===== src/rtl/mmio_io_ctrl.sv =====
// Memory-mapped I/O controller: steers datapath accesses to dmem or on-chip I/O registers
// (LED, debounced switches, 7-seg, cycle counter, status) and muxes read data back.
module mmio_io_ctrl #(
  parameter int              N          = 64,
  parameter logic [N-1:0]    LED_ADDR   = 64'h8000,
  parameter logic [N-1:0]    SW_ADDR    = 64'h8008,
  parameter logic [N-1:0]    SEG_ADDR   = 64'h8010,
  parameter logic [N-1:0]    CNT_ADDR   = 64'h8018,
  parameter logic [N-1:0]    STAT_ADDR  = 64'h8020,
  parameter int              DEB_CYCLES = 16
) (
  input  logic         clk,
  input  logic         reset,
  input  logic [N-1:0] addr,
  input  logic         wr_en,
  input  logic         rd_en,
  input  logic [N-1:0] wr_data,
  input  logic [N-1:0] mem_rd_data,
  input  logic [15:0]  sw_in,
  output logic         mem_wr_en,
  output logic         mem_rd_en,
  output logic [N-1:0] rd_data,
  output logic [15:0]  led,
  output logic [15:0]  seg_bcd,
  output logic [3:0]   seg_blank
);

  localparam int DW = (DEB_CYCLES > 2) ? $clog2(DEB_CYCLES) : 1;
  localparam logic [DW-1:0] DEB_LAST = DW'(DEB_CYCLES - 1);

  logic [15:0]   led_q, led_d;
  logic [19:0]   seg_q, seg_d;
  logic [15:0]   sync1_q, sync1_d;
  logic [15:0]   sw_sync_q, sw_sync_d;
  logic [15:0]   sw_stable_q, sw_stable_d;
  logic [DW-1:0] deb_cnt_q, deb_cnt_d;
  logic [N-1:0]  cnt_q, cnt_d;
  logic          sw_changed_q, sw_changed_d;

  logic hit_led, hit_sw, hit_seg, hit_cnt, hit_stat, io_hit;
  logic sw_accept, stat_clr;

  always_comb begin
    hit_led   = (addr == LED_ADDR);
    hit_sw    = (addr == SW_ADDR);
    hit_seg   = (addr == SEG_ADDR);
    hit_cnt   = (addr == CNT_ADDR);
    hit_stat  = (addr == STAT_ADDR);
    io_hit    = hit_led | hit_sw | hit_seg | hit_cnt | hit_stat;
    mem_wr_en = wr_en & ~io_hit;
    mem_rd_en = rd_en & ~io_hit;
  end

  always_comb begin
    if (hit_led) begin
      rd_data = N'(led_q);
    end else if (hit_sw) begin
      rd_data = N'(sw_stable_q);
    end else if (hit_seg) begin
      rd_data = N'(seg_q);
    end else if (hit_cnt) begin
      rd_data = cnt_q;
    end else if (hit_stat) begin
      rd_data = N'(sw_changed_q);
    end else begin
      rd_data = mem_rd_data;
    end
  end

  // Debounce: count only while the synchronized value differs from the accepted one.
  always_comb begin
    sync1_d     = sw_in;
    sw_sync_d   = sync1_q;
    sw_stable_d = sw_stable_q;
    deb_cnt_d   = deb_cnt_q;
    sw_accept   = 1'b0;
    if (sw_sync_q == sw_stable_q) begin
      deb_cnt_d = {DW{1'b0}};
    end else if (deb_cnt_q == DEB_LAST) begin
      sw_stable_d = sw_sync_q;
      deb_cnt_d   = {DW{1'b0}};
      sw_accept   = 1'b1;
    end else begin
      deb_cnt_d = deb_cnt_q + {{(DW-1){1'b0}}, 1'b1};
    end
  end

  always_comb begin
    led_d = led_q;
    seg_d = seg_q;
    if (wr_en && hit_led) begin
      led_d = wr_data[15:0];
    end else begin
      led_d = led_q;
    end
    if (wr_en && hit_seg) begin
      seg_d = wr_data[19:0];
    end else begin
      seg_d = seg_q;
    end
    if (wr_en && hit_cnt) begin
      cnt_d = wr_data;
    end else begin
      cnt_d = cnt_q + {{(N-1){1'b0}}, 1'b1};
    end
    stat_clr = wr_en & hit_stat & wr_data[0];
    // Set beats clear when both land on the same edge.
    if (sw_accept) begin
      sw_changed_d = 1'b1;
    end else if (stat_clr) begin
      sw_changed_d = 1'b0;
    end else begin
      sw_changed_d = sw_changed_q;
    end
  end

  always_ff @(posedge clk) begin
    if (reset) begin
      led_q        <= 16'h0000;
      seg_q        <= 20'hF0000;
      sync1_q      <= 16'h0000;
      sw_sync_q    <= 16'h0000;
      sw_stable_q  <= 16'h0000;
      deb_cnt_q    <= {DW{1'b0}};
      cnt_q        <= {N{1'b0}};
      sw_changed_q <= 1'b0;
    end else begin
      led_q        <= led_d;
      seg_q        <= seg_d;
      sync1_q      <= sync1_d;
      sw_sync_q    <= sw_sync_d;
      sw_stable_q  <= sw_stable_d;
      deb_cnt_q    <= deb_cnt_d;
      cnt_q        <= cnt_d;
      sw_changed_q <= sw_changed_d;
    end
  end

  assign led       = led_q;
  assign seg_bcd   = seg_q[15:0];
  assign seg_blank = seg_q[19:16];

endmodule

===== config.mk =====
export PLATFORM = sky130hd
export DESIGN_NAME = mmio_io_ctrl
export DESIGN_NICKNAME = d
export VERILOG_FILES = /design/src/rtl/mmio_io_ctrl.sv
export SDC_FILE = /design/constraint.sdc
export NUM_CORES = 1
export LEC_CHECK = 0
export BUFFER_PORTS_ARGS = -buffer_cell sky130_fd_sc_hd__buf_2
export CAP_MARGIN = 20
export CORE_ASPECT_RATIO = 1.2
export CORE_MARGIN = 3
export CORE_UTILIZATION = 40
export DETAILED_ROUTE_END_ITERATION = 10
export PLACE_DENSITY = 0.77
export SLEW_MARGIN = 20
export SYNTH_ARGS = -nofsm -noshare
export SYNTH_HDL_FRONTEND = slang
export SYNTH_SLANG_ARGS = --single-unit

===== constraint.sdc =====
create_clock -name clk -period 7.2 [get_ports clk]
set_clock_uncertainty 0.05 [all_clocks]
set_input_delay 0 -clock clk [delete_from_list [all_inputs] [get_ports clk]]
set_output_delay 0 -clock clk [all_outputs]
set_load 0.03 [all_outputs]

# After elaboration in Yosys (flattened, before gate mapping)
# Cells that the tools add are included.
[op_classes]
addsub = 2
n_eq_ne = 7
mux = 10
bitwise_logic = 10
n_reduce_logical = 6
[ops]
columns = ["op", "n"]
rows = [
  ["2-to-1 mux 64 bit", 6],
  ["equality test 64 x 16 -> 1 bit, second input constant", 5],
  ["adder 64 x 1 -> 64 bit, second input constant", 1],
  ["equality test 16 bit", 1],
  ["adder 4 x 1 -> 4 bit, second input constant", 1],
  ["bitwise AND 1 bit", 4],
  ["equality test 4 bit, second input constant", 1],
  ["2-to-1 mux 1 bit", 4],
  ["OR 1 bit", 4],
  ["logical AND 1 bit", 3],
  ["OR reduction 3 bit", 1],
  ["NOT 1 bit", 2],
  ["AND reduction 2 bit", 1],
  ["nonzero test 2 bit", 1],
]
[word_totals]
regBits = 153
input_bits = 212
output_inout_bits = 102
word_cells = 43

# Longest topological paths before layout
# Gate-level depths: netlist (run 1).
[depth]
ltp_word = 7
depth_mapped = 9
mapped_depth_nobuf = 8

# Worst setup path before layout (run 1)
# No wires, ideal clock.
[synth_timing]
path_type = "register -> register"
from = "register cnt_q[0]"
to = "register cnt_q[58]"
setup_ns = 0.086
arrival_time_ns = 2.208
required_ns = 7.064
path_slack_ns = 4.857
path_stages_with_launch = 8
n_path_buf = 0
period_less_slack_ns = 2.343
cell_sequence = "dfxtp_1 ha_1 nand3_1 or4_1 nor4_4 nand3_1 xor2_1 a211oi_1"
[synth_via]
elab_chain_cells = 2
[synth_rtl]
columns = ["element", "line", "rtl"]
rows = [
  ["from (decl)", "37", "logic [N-1:0] cnt_q, cnt_d;"],
  ["from (signal assigned)", "125", "cnt_q <= {N{1'b0}};"],
  ["from (signal assigned)", "134", "cnt_q <= cnt_d;"],
  ["adder 64 x 1 -> 64 bit", "104", "cnt_d = cnt_q + {{(N-1){1'b0}}, 1'b1};"],
  ["2-to-1 mux 64 bit", "101", "if (wr_en && hit_cnt) begin"],
]
# No other way between the ends.
# A chain may end at the register's enable or synchronous reset.

# Final worst setup path (run 1)
[layout_timing]
from = "register cnt_q[0]"
to = "register cnt_q[54]"
# Same word-level chain as after synthesis.

==> results.toml, run 1 <==
[timing]
rsz0062_at_grt = "no"
slew_violations = 0
fin_crit_ns = 3.035
worstMarginPinSlew_ns = 1.055
hold_viol = 0
max-slew-margin-rel_pct = 29.64
setup_violations = 0
period_share_pct = 42.15
tns_ns = 0
timing.fmax_mhz = 329.5

[critical_path]
cp-end-kind = "flip-flop"
startpoint_type = "flip-flop"
crit_arrival_ns = 3.33
critPathKind = "flip-flop to flip-flop"
cp_data_required_time_ns = 7.49
cpMostUsedCell = "nor3_1"
slowest_delay_ns = 0.73
critPathSlowestCell = "or4_1"
crit_chain = "ha_1, nand3_1, or3_1, or4_1, nor3_1, xor2_1, nor2_1, nor3_1"
path_max_fanout = 9

[synth]
synth_top_area_cell = "dfxtp_1"
synth_area_um2 = 8204
synth_edf_count = 0
synth-seq-cells = 153
synthCells = 1073
synth_fa_ha_area_share_pct = 0.3050
synth_top_area_share_pct = 37.33
synth.distinct_cells = 46
muxShareOfSynthArea_pct = 2.440
ys.warnings.count = 0
synth_area_leaders = "dfxtp_1 (37%), nand2_1 (10%), nor2_1 (6.2%), xnor2_1 (5.7%), nor3_1 (3.6%)"
synth_compound_area_share_pct = 10.84
synth_most_common_cell = "nand2_1"
synth-seq-area-share_pct = 37.33
synth_area_per_cell_um2 = 7.646
synth-simple-area-share_pct = 35.64
synth_flop_cell = "dfxtp_1"
syn_nets = 1287
synth_common_cells = "nand2_1 (225), dfxtp_1 (153), nor2_1 (135)"
synth-xor-area-share_pct = 8.540
synthArstFlopShare_pct = 0
synth_top_family_by_area = "simple AND/OR/NAND/NOR gates"

[pwr]
power.switching_mw = 0.5698
p_int_mw = 1.436
p_leak_nw = 4.716
clkPwrFrac_pct = 45.0
seqPwrFrac_pct = 43.1
ir_worst_vdd_uv = 157.6
power.share.combinational_pct = 12.0
swShare_pct = 28.41
powerDensity_nw_per_um2 = 177.9

[drt]
drt_iter0_drc = 607
drtPass1Iterations = 5
wl_um = 30050
ant_nets = 0
wl_per_cell_um = 17.64
via_count = 9185
viasPerCell = 5.393
drc = 0

[grt]
grt.busiest_layer = "met2"
grt_pass1_wl_um = 45320
track_usage_pct = 25.95
antenna_found_initial = 6
grt_overflow = 0
groute.layer.met3.usage_pct = 5.655
grtUsageMet1_pct = 29.51
grt_pass1_vias = 8836
grt_max_degree = 104
grt_util_met2_pct = 45.81

[hold_path]
min_path_type = "input pin to flip-flop"

[floorplanning]
die_h_um = 162.9
io_pins = 314
core_region_area_um2 = 19830
dieArea_um2 = 22270
rows = 56
initial_core_util_pct = 41.37
die_x_um = 136.7

[placement]
gp_congestion = 0.8470
dp_hpwl_um = 21450
portBuffers = 313

[cts]
cts_tree = "built"
cts.clk_slew.worst_paths_ns = 0.07
clk_latency_ns = 0.43
cts-htree-levels = 4
clock-sinks = 153
numCtsBuffers = 17
postCtsSetupRepairBufs = 0
clockRootBuffer = "clkbuf_16"
clockBufferDepth = 2

[layout]
fin_nets = 1638
fin_util_pct = 56.83
drive_above_1_share_pct = 27.14
area_growth_pct = 37.37

[run]
cap_viol_max_count = 0

[status]
outcome = "finished, final reports clean"
==> what timing repair did <==
item,in CTS,in global routing
resized for setup,0,0
hold endpoints to repair,117,0
hold buffers,80,0
==> cell usage in the layout, fill, tap and decap left out, types with 5 or more instances in the layout <==
cell type      synthesis  routed
nor4_1                24      23
a22o_1                 5       5
a21oi_1               50      50
nor3_1                59      58
dlygate4sd3_1          0      80
a211oi_1              35      35
a2111oi_0             15      15
nand4_1               26      26
nor2_1               135     134
xor2_1                27      27
diode_2                0       5
buf_4                  5       8
dfxtp_1              153     153
mux2i_1               20      20
nor2_2                15      16
buf_2                 10     312
xnor2_1               53      53
clkbuf_16              0      17
nand2_1              225     224
nor4_2                 7       7
inv_1                 21      21
a221o_1               15      15
nand3_1               33      33
nor2b_1               32      32
inv_8                  0       8
and4_1                 7       7
and2_1                 8       7
and3_1                 7       7
==> per-layer routing <==
metal | share of wire (%) | up-vias
met1 | 38 | 4260
li1 | - | 4407
met3 | 8.9 | 67
met4 | 3.5 | 2
met5 | 0.033 | -
met2 | 50 | 449
==> final timing paths <==
| kind | start | end | slack [ns] | depth (start not counted) |
|---|---|---|---|---|
| setup / recovery | cnt_q[0] | cnt_q[54] | 4.17 | 8 |
| hold / removal | wr_en | sw_changed_q | 0.01 | 4 |
| setup reg to reg | cnt_q[0] | cnt_q[54] | 4.17 | 8 |
| hold reg to reg | sw_sync_d[10] | sw_sync_q[10] | 0.39 | 1 |
==> power groups by stage <==
stage / Sequential, mW / Clock [mW] / Combinational, mW
4_1_cts: 0.864 / 0.910 / 0.237
6_report: 0.864 / 0.902 / 0.240
2_1_floorplan: 0.882 / 0 / 0.0998
3_5_place_dp: 0.884 / 0 / 0.202
3_3_place_gp: 0.883 / 0 / 0.200
5_1_grt: 0.865 / 0.944 / 0.256
==> critical path, delay by kind of cell (launching register included) <==
kind                       cells  cell delay [ns]
adders and majority gates      1             0.25
xor gates and xnor gates       1             0.21
DFF                            1             0.43
and+or+nand+nor                6             2.02
==> sequential cells by signal, indices dropped and copies added, names as in the netlist <==
register	count
cnt_q	64
seg_q	20
led	16
sw_stable_q	16
sw_sync_d	16
sw_sync_q	16
deb_cnt_q	4
sw_changed_q	1
==> through the flow <==
step / instance area (µm²) / instances / hold WS [ns] / setup slack [ns] / power (mW)
floorplan: 8204 / 1073 / 0.07418 / 4.857 / 0.9816
global placement: 9848 / 1586 / 0.1592 / 3.841 / 1.083
detailed placement: 9853 / 1586 / 0.1655 / 3.738 / 1.086
CTS: 11250 / 1698 / 0.007353 / 4.178 / 2.011
global route: 11270 / 1703 / 0.04241 / 3.992 / 2.065
finish: 11270 / 1703 / 0.01476 / 4.165 / 2.005
==> area by class of cell <==
cell class                      instances  area [µm²]
Sequential cell                       153        3063
Clock buffer                           17       425.4
Clock inverter                         15       170.2
Inverter                               21       78.83
Timing Repair Buffer                  400        2422
Multi-Input combinational cell        831        4771
Tap cell                              261       326.6
Fill cell                            1768        8559
Antenna cell                            5       12.51
==> cell families after synthesis <==
| group | count (synthesis) |
|---|---|
| simple gates | 601 |
| flops | 153 |
| compound gates | 128 |
| buf+inv | 89 |
| xor+xnor | 80 |
| mux | 20 |
| fa+ha+maj | 2 |
Note: power is estimated with default switching activity, not from simulation.
==> run 2, diff against run 1 <==
--- a/config.mk
+++ b/config.mk
@@ -5,13 +5,14 @@
 export SDC_FILE = /design/constraint.sdc
 export NUM_CORES = 1
 export LEC_CHECK = 0
+export ABC_AREA = 1
 export BUFFER_PORTS_ARGS = -buffer_cell sky130_fd_sc_hd__buf_2
 export CAP_MARGIN = 20
 export CORE_ASPECT_RATIO = 1.2
 export CORE_MARGIN = 3
 export CORE_UTILIZATION = 40
 export DETAILED_ROUTE_END_ITERATION = 10
-export PLACE_DENSITY = 0.77
+export PLACE_DENSITY = 0.76
 export SLEW_MARGIN = 20
 export SYNTH_ARGS = -nofsm -noshare
 export SYNTH_HDL_FRONTEND = slang
==> constraint.sdc (replaced) <==
create_clock -name clk -period 3.1 [get_ports clk]
set_clock_uncertainty 0.05 [all_clocks]
set_input_delay 0 -clock clk [delete_from_list [all_inputs] [get_ports clk]]
set_output_delay 0 -clock clk [all_outputs]
set_load 0.03 [all_outputs]
==> run 2 against run 1 <==
  * Largest cell class unchanged
  * Die area increased by 14%
  * Global-route usage increased by 2.1 points
  * Sequential cell count unchanged
  * Final area increased by 11%
  * Setup slack got worse by 3.5 ns
  * Register-to-register slack got worse by 3.3 ns
  * Power increased by 130%
  * Non-clock buffer count increased by 11
  * Via count increased by 18%
==> results.toml, run 2 <==
[status]
outcome = "finished, final reports clean"

[cts]
cts.clk_slew.worst_paths_ns = 0.06
clockRootBuffer = "clkbuf_16"
clk_latency_ns = 0.43
cts-htree-levels = 4
cts_tree = "built"
ctsResizeCount = 0
numCtsBuffers = 17
postCtsSetupRepairBufs = 0
clockBufferDepth = 2
cts_hold_buffers = 85
clock-sinks = 153

[hold_path]
min_path_type = "input pin to flip-flop"
worstHoldPathCells = 7
hold_path_end = "seg_q[16]"
hp-start = "addr[3]"

[timing]
rsz0062_at_grt = "no"
hold_ws_ns = 0.1676
max-slew-margin-rel_pct = 43.42
tns_ns = 0
fin_crit_ns = 2.479
hold_viol = 0
slew_violations = 0
setup_violations = 0
timing.fmax_mhz = 403.4
worstMarginPinSlew_ns = 0.8488
period_share_pct = 79.97

[run]
cap_viol_max_count = 0

[layout]
area_growth_pct = 33.88
layout_common_cells = "nand2_1 (347), buf_2 (313), nor2_1 (250), dfxtp_1 (153), inv_1 (148)"
reg_top3 = "cnt_q x64, seg_q x20"
fin_nets = 2050
largest_reg_flops = 64
regArea_um2 = 3063
diodes = 0
multiInputGateArea_um2 = 5410
top_register = "cnt_q"
final_common_cell = "nand2_1"
fillCellCount = 2245
drive_above_1_share_pct = 23.70

[grt]
track_usage_pct = 28.09
grt_max_degree = 78
grt_pass1_wl_um = 57530
grt_overflow = 0
antenna_found_initial = 0
grt_pass1_vias = 10962

[floorplanning]
core_region_area_um2 = 22750
rows = 60
die_x_um = 145.7
initial_core_util_pct = 41.16
die_h_um = 173.6
dieArea_um2 = 25280
io_pins = 314

[synth]
synthCells = 1468
synth-seq-area-share_pct = 32.72
syn_nets = 1682
synthArstFlopShare_pct = 0
ys.warnings.count = 0
synth.distinct_cells = 38
synth_area_um2 = 9361
synth-seq-cells = 153
synth_edf_count = 0
synth_area_per_cell_um2 = 6.377
synth_most_common_cell = "nand2_1"
synth_top_area_cell = "dfxtp_1"
synth_top_area_share_pct = 32.72
synth_area_leaders = "dfxtp_1 (33%), nand2_1 (14%), nor2_1 (10%), inv_1 (5.9%), nand3_1 (5.0%)"
synth_common_cells = "nand2_1 (347), nor2_1 (251), dfxtp_1 (153)"
synth_flop_cell = "dfxtp_1"

[critical_path]
rr_endpoint = "cnt_q[34]"
critPathKind = "input pin to output pin"
rrSetupSlack_ns = 0.82
cp_data_required_time_ns = 3.05
r2r_cells = 8
crit_arrival_ns = 2.43
cp-end-kind = "output pin"
r2r_start = "cnt_q[28]"
startpoint_type = "input pin"
path_max_fanout = 45

[pwr]
ir_worst_vdd_uv = 387.3
total_power_mw = 4.617
powerDensity_nw_per_um2 = 368.4
p_leak_nw = 5.511

[drt]
wl_per_cell_um = 16.69
drc = 0
wl_um = 36010
viasPerCell = 5.026
drtPass1Iterations = 6
top_layer_used = "met4"
dr_wl_met2_um = 18220
wl_met3_um = 2008
via_count = 10846
wl_met1_um = 14640
ant_nets = 0
drt_iter0_drc = 706

[placement]
gp_congestion = 0.9595
dp_hpwl_um = 27210
portBuffers = 313
[run 2: cell types whose count changed in the layout (fill, tap and decap cells not counted), moves of 22 or more]
cell      previous run  this run
nor2b_1             32         0
o21ai_1              1        38
o21ai_0              3        40
nor4_1              23         1
a21oi_1             50        89
nand3_1             33        94
a211oi_1            35         4
nor3_1              58        36
inv_1               21       148
nand3_2              0        44
xnor2_1             53        23
nor2_1             134       250
nand2_1            224       347
[run 2: logic make-up (layout without fill, tap and decap cells)]
logic type / Yosys count / in the layout / share of synthesized area, %
compound gates: 193 / 193 / 11.03
xor+xnor: 64 / 64 / 5.988
fa+ha+maj: 2 / 2 / 0.2673
buf+inv: 218 / 598 / 9.516
flops: 153 / 153 / 32.72
simple gates: 838 / 838 / 40.48
[run 2: cell type report]
class                           instances  area share (%)
Multi-Input combinational cell       1097           43.17
Tap cell                              310           3.095
Inverter                              156           4.672
Clock inverter                         12          0.9284
Clock buffer                           19           3.534
Sequential cell                       153           24.44
Timing Repair Buffer                  411           20.17
[run 2: critical path, cell delays in order]
cell and delay (ns):
buf_2 0.09, nor2_1 0.04, nand2_1 0.05, nor2_1 0.05
nand2_2 0.18, nor2_1 0.08, nand3_2 0.32, nand2_1 0.12
inv_2 0.24, and2_4 0.65, nand2_1 0.21, nor2_1 0.16
buf_2 0.22
[run 2: per-stage QoR]
| stage | area (µm²) | utilization, % | cells | worst slack [ns] |
|---|---|---|---|---|
| floorplan | 9361 | - | 1468 | 1.300 |
| global placement | 11120 | 48.90 | 2042 | 0.7152 |
| detailed placement | 11120 | 48.90 | 2042 | 0.6354 |
| CTS | 12530 | 55.10 | 2158 | 0.6447 |
| global route | 12530 | 55.10 | 2158 | 0.4537 |
| finish | 12530 | 55.10 | 2158 | 0.6209 |
[run 2: per-layer routing]
metal | GRT usage, % | vias up
met5 | 0 | -
met4 | 9.462 | 0
met3 | 4.916 | 64
met2 | 51.02 | 382
met1 | 33.37 | 4970
li1 | - | 5430
[run 2: worst max path at each step]
stage	start	endpoint
floorplan	cnt_q[0]	cnt_q[62]
global route	addr[27]	mem_rd_en
finish	addr[23]	mem_rd_en
detailed placement	addr[23]	mem_rd_en
CTS	addr[23]	mem_rd_en
global placement	addr[43]	mem_wr_en
[run 2: report_power, final]
part	internal, mW	total (mW)	switching [mW]
Combinational	0.266	0.582	0.315
Clock	1.13	2.03	0.894
Sequential	1.99	2.01	0.0164
==> run 3, diff against run 2 <==
--- a/config.mk
+++ b/config.mk
@@ -5,14 +5,14 @@
 export SDC_FILE = /design/constraint.sdc
 export NUM_CORES = 1
 export LEC_CHECK = 0
-export ABC_AREA = 1
+export ABC_AREA = 0
 export BUFFER_PORTS_ARGS = -buffer_cell sky130_fd_sc_hd__buf_2
 export CAP_MARGIN = 20
 export CORE_ASPECT_RATIO = 1.2
 export CORE_MARGIN = 3
 export CORE_UTILIZATION = 40
 export DETAILED_ROUTE_END_ITERATION = 10
-export PLACE_DENSITY = 0.76
+export PLACE_DENSITY = 0.77
 export SLEW_MARGIN = 20
 export SYNTH_ARGS = -nofsm -noshare
 export SYNTH_HDL_FRONTEND = slang
==> constraint.sdc (replaced) <==
create_clock -name clk -period 2.5 [get_ports clk]
set_clock_uncertainty 0.05 [all_clocks]
set_input_delay 0 -clock clk [delete_from_list [all_inputs] [get_ports clk]]
set_output_delay 0 -clock clk [all_outputs]
set_load 0.03 [all_outputs]
==> run 3 against run 2 <==
  * The flow now finishes with violations (setup timing)
  * Critical path depth is 4 lower
  * Combinational power is 35% higher
  * Sequential power is 24% higher
  * Clock power is 28% higher
  * Worst hold slack worse by 0.13 ns
  * Register-to-register slack worse by 0.76 ns
  * Global-route usage is 0.84 points lower
  * Sequential cell count stayed put
  * Wire length is 9.1% lower
  * Critical path type unchanged
  * Critical endpoint is now rd_data[19]
  * Highest routed layer is now met5
==> results.toml, run 3 (synthesis results as in run 1) <==
[status]
outcome = "complete, but fails checks"
violations = "setup timing"

[floorplanning]
initial_core_util_pct = 41.37
io_pins = 314
die_h_um = 162.9
dieArea_um2 = 22270
rows = 56
core_region_area_um2 = 19830
die_x_um = 136.7

[cts]
clockBufferDepth = 2
cts-htree-levels = 4
cts_tree = "built"
clockRootBuffer = "clkbuf_16"
clk_latency_ns = 0.43
cts.clk_slew.worst_paths_ns = 0.07
clock-sinks = 153
numCtsBuffers = 17

[timing]
worstMarginPinSlew_ns = 0.6885
max-slew-margin-rel_pct = 54.10
setup_slack_ns = -0.003806
rsz0062_at_grt = "yes"
tns_ns = -0.003806
hold_viol = 0
period_share_pct = 100.2
timing.fmax_mhz = 399.4
fin_crit_ns = 2.504
setup_violations = 1
slew_violations = 0

[layout]
fin_nets = 1713
fillCellCount = 1549
fin_area_um2 = 12590
reg_top3 = "cnt_q x64, seg_q x20"
layout_common_cells = "buf_2 (277), nand2_1 (224), dfxtp_1 (151), nor2_1 (133), dlygate4sd3_1 (81)"
final_common_cell = "buf_2"
area_growth_pct = 53.49
fin_util_pct = 63.50
drive_above_1_share_pct = 33.40
largest_reg_flops = 64
top_register = "cnt_q"

[critical_path]
cp_data_required_time_ns = 2.45
critPathSlowestCell = "or4_4"
critPathKind = "input pin to output pin"
slowest_delay_ns = 0.62
path_max_fanout = 8
crit_arrival_ns = 2.45
cp-end-kind = "output pin"
startpoint_type = "input pin"
crit_chain = "buf_2, nor4b_4, nand4_2, or4_4, or4_4, buf_6, mux2i_1, nor2_1, buf_4"
crit_family = "simple AND/OR/NAND/NOR gates"
crit_buf_inv = 3
cpMostUsedCell = "or4_4"

[pwr]
power.switching_mw = 1.673
total_power_mw = 5.866
swShare_pct = 28.52
powerDensity_nw_per_um2 = 465.8
seqPwrFrac_pct = 42.4
clkPwrFrac_pct = 44.2
ir_worst_vdd_uv = 441.6
p_leak_nw = 5.277
p_int_mw = 4.193
power.share.combinational_pct = 13.4

[placement]
dpl_cell_area_um2 = 10420
dp_slack_ns = -0.1482
portBuffers = 313
dp_hpwl_um = 22120
gp_congestion = 0.8914

[hold_path]
min_path_type = "input pin to flip-flop"

[grt]
grt_pass1_wl_um = 47810
grt_overflow = 0
grt_max_degree = 62
antenna_found_initial = 3
grt_pass1_vias = 9357
track_usage_pct = 27.25

[drt]
via_count = 9722
wl_um = 32740
drtPass1Iterations = 5
ant_nets = 0
wl_per_cell_um = 18.45
drt_iter0_drc = 683
viasPerCell = 5.477
drc = 0

[run]
cap_viol_max_count = 0
-- run 3: worst paths after layout --
| kind | start | to | slack, ns | cells after the start |
|---|---|---|---|---|
| min | reset | sw_changed_q | 0.03 | 2 |
| min reg2reg | sw_sync_d[4] | sw_sync_q[4] | 0.39 | 1 |
| max reg2reg | cnt_q[1] | cnt_q[34] | 0.06 | 11 |
| max | addr[14] | rd_data[19] | -0.004 | 9 |
-- run 3: cell type report --
type                            count  area (µm²)  share of cell area (%)
Timing Repair Buffer              473        3362                   26.70
Multi-Input combinational cell    833        5152                   40.92
Inverter                           21       78.83                  0.6260
Sequential cell                   153        3065                   24.34
Antenna cell                        2       5.005                 0.03975
Clock buffer                       17       425.4                   3.378
Tap cell                          261       326.6                   2.593
Clock inverter                     15       176.4                   1.401
-- run 3: stage by stage --
| stage | hold WS, ns | instances |
|---|---|---|
| after floorplan | 0.07418 | 1073 |
| after global placement | 0.1581 | 1643 |
| after detailed placement | 0.1630 | 1643 |
| after CTS | 0.02719 | 1761 |
| after global routing | 0.06060 | 1775 |
| final | 0.03491 | 1775 |
-- run 3: repair_timing --
item / 4_1_cts / 5_1_grt
hold buffers: 81 / 0
endpoints found under the hold margin: 117 / 0
endpoints found under the setup margin: 49 / 71
buffers inserted: 3 / 9
gates resized for setup: 45 / 97
pin swaps: 13 / 27
cloned: 2 / 3
-- run 3: power by group through the flow --
stage	registers (mW)	clock network (mW)	logic, mW
final	2.49	2.59	0.786
after global routing	2.49	2.70	0.835
after CTS	2.49	2.62	0.732
after detailed placement	2.54	0	0.603
after global placement	2.54	0	0.596
after floorplan	2.54	0	0.288
-- run 3: routing by layer --
metal	wire [µm]	GRT usage, %	vias up
li1	-	-	4565
met1	11870	30.67	4516
met2	16610	50.04	550
met3	2956	5.130	89
met4	1293	10.72	2
met5	12	0	-
-- run 3: worst reg2reg max path, cell delays in order, from the launching register on --
cell       delay, ns
dfxtp_2         0.35
ha_4            0.14
nand3_2         0.10
buf_4           0.17
or4_4           0.55
nor4_4          0.22
buf_4           0.19
clkbuf_16       0.15
nand4_1         0.11
xnor2_1         0.18
nor2_1          0.05
nor3_1          0.12
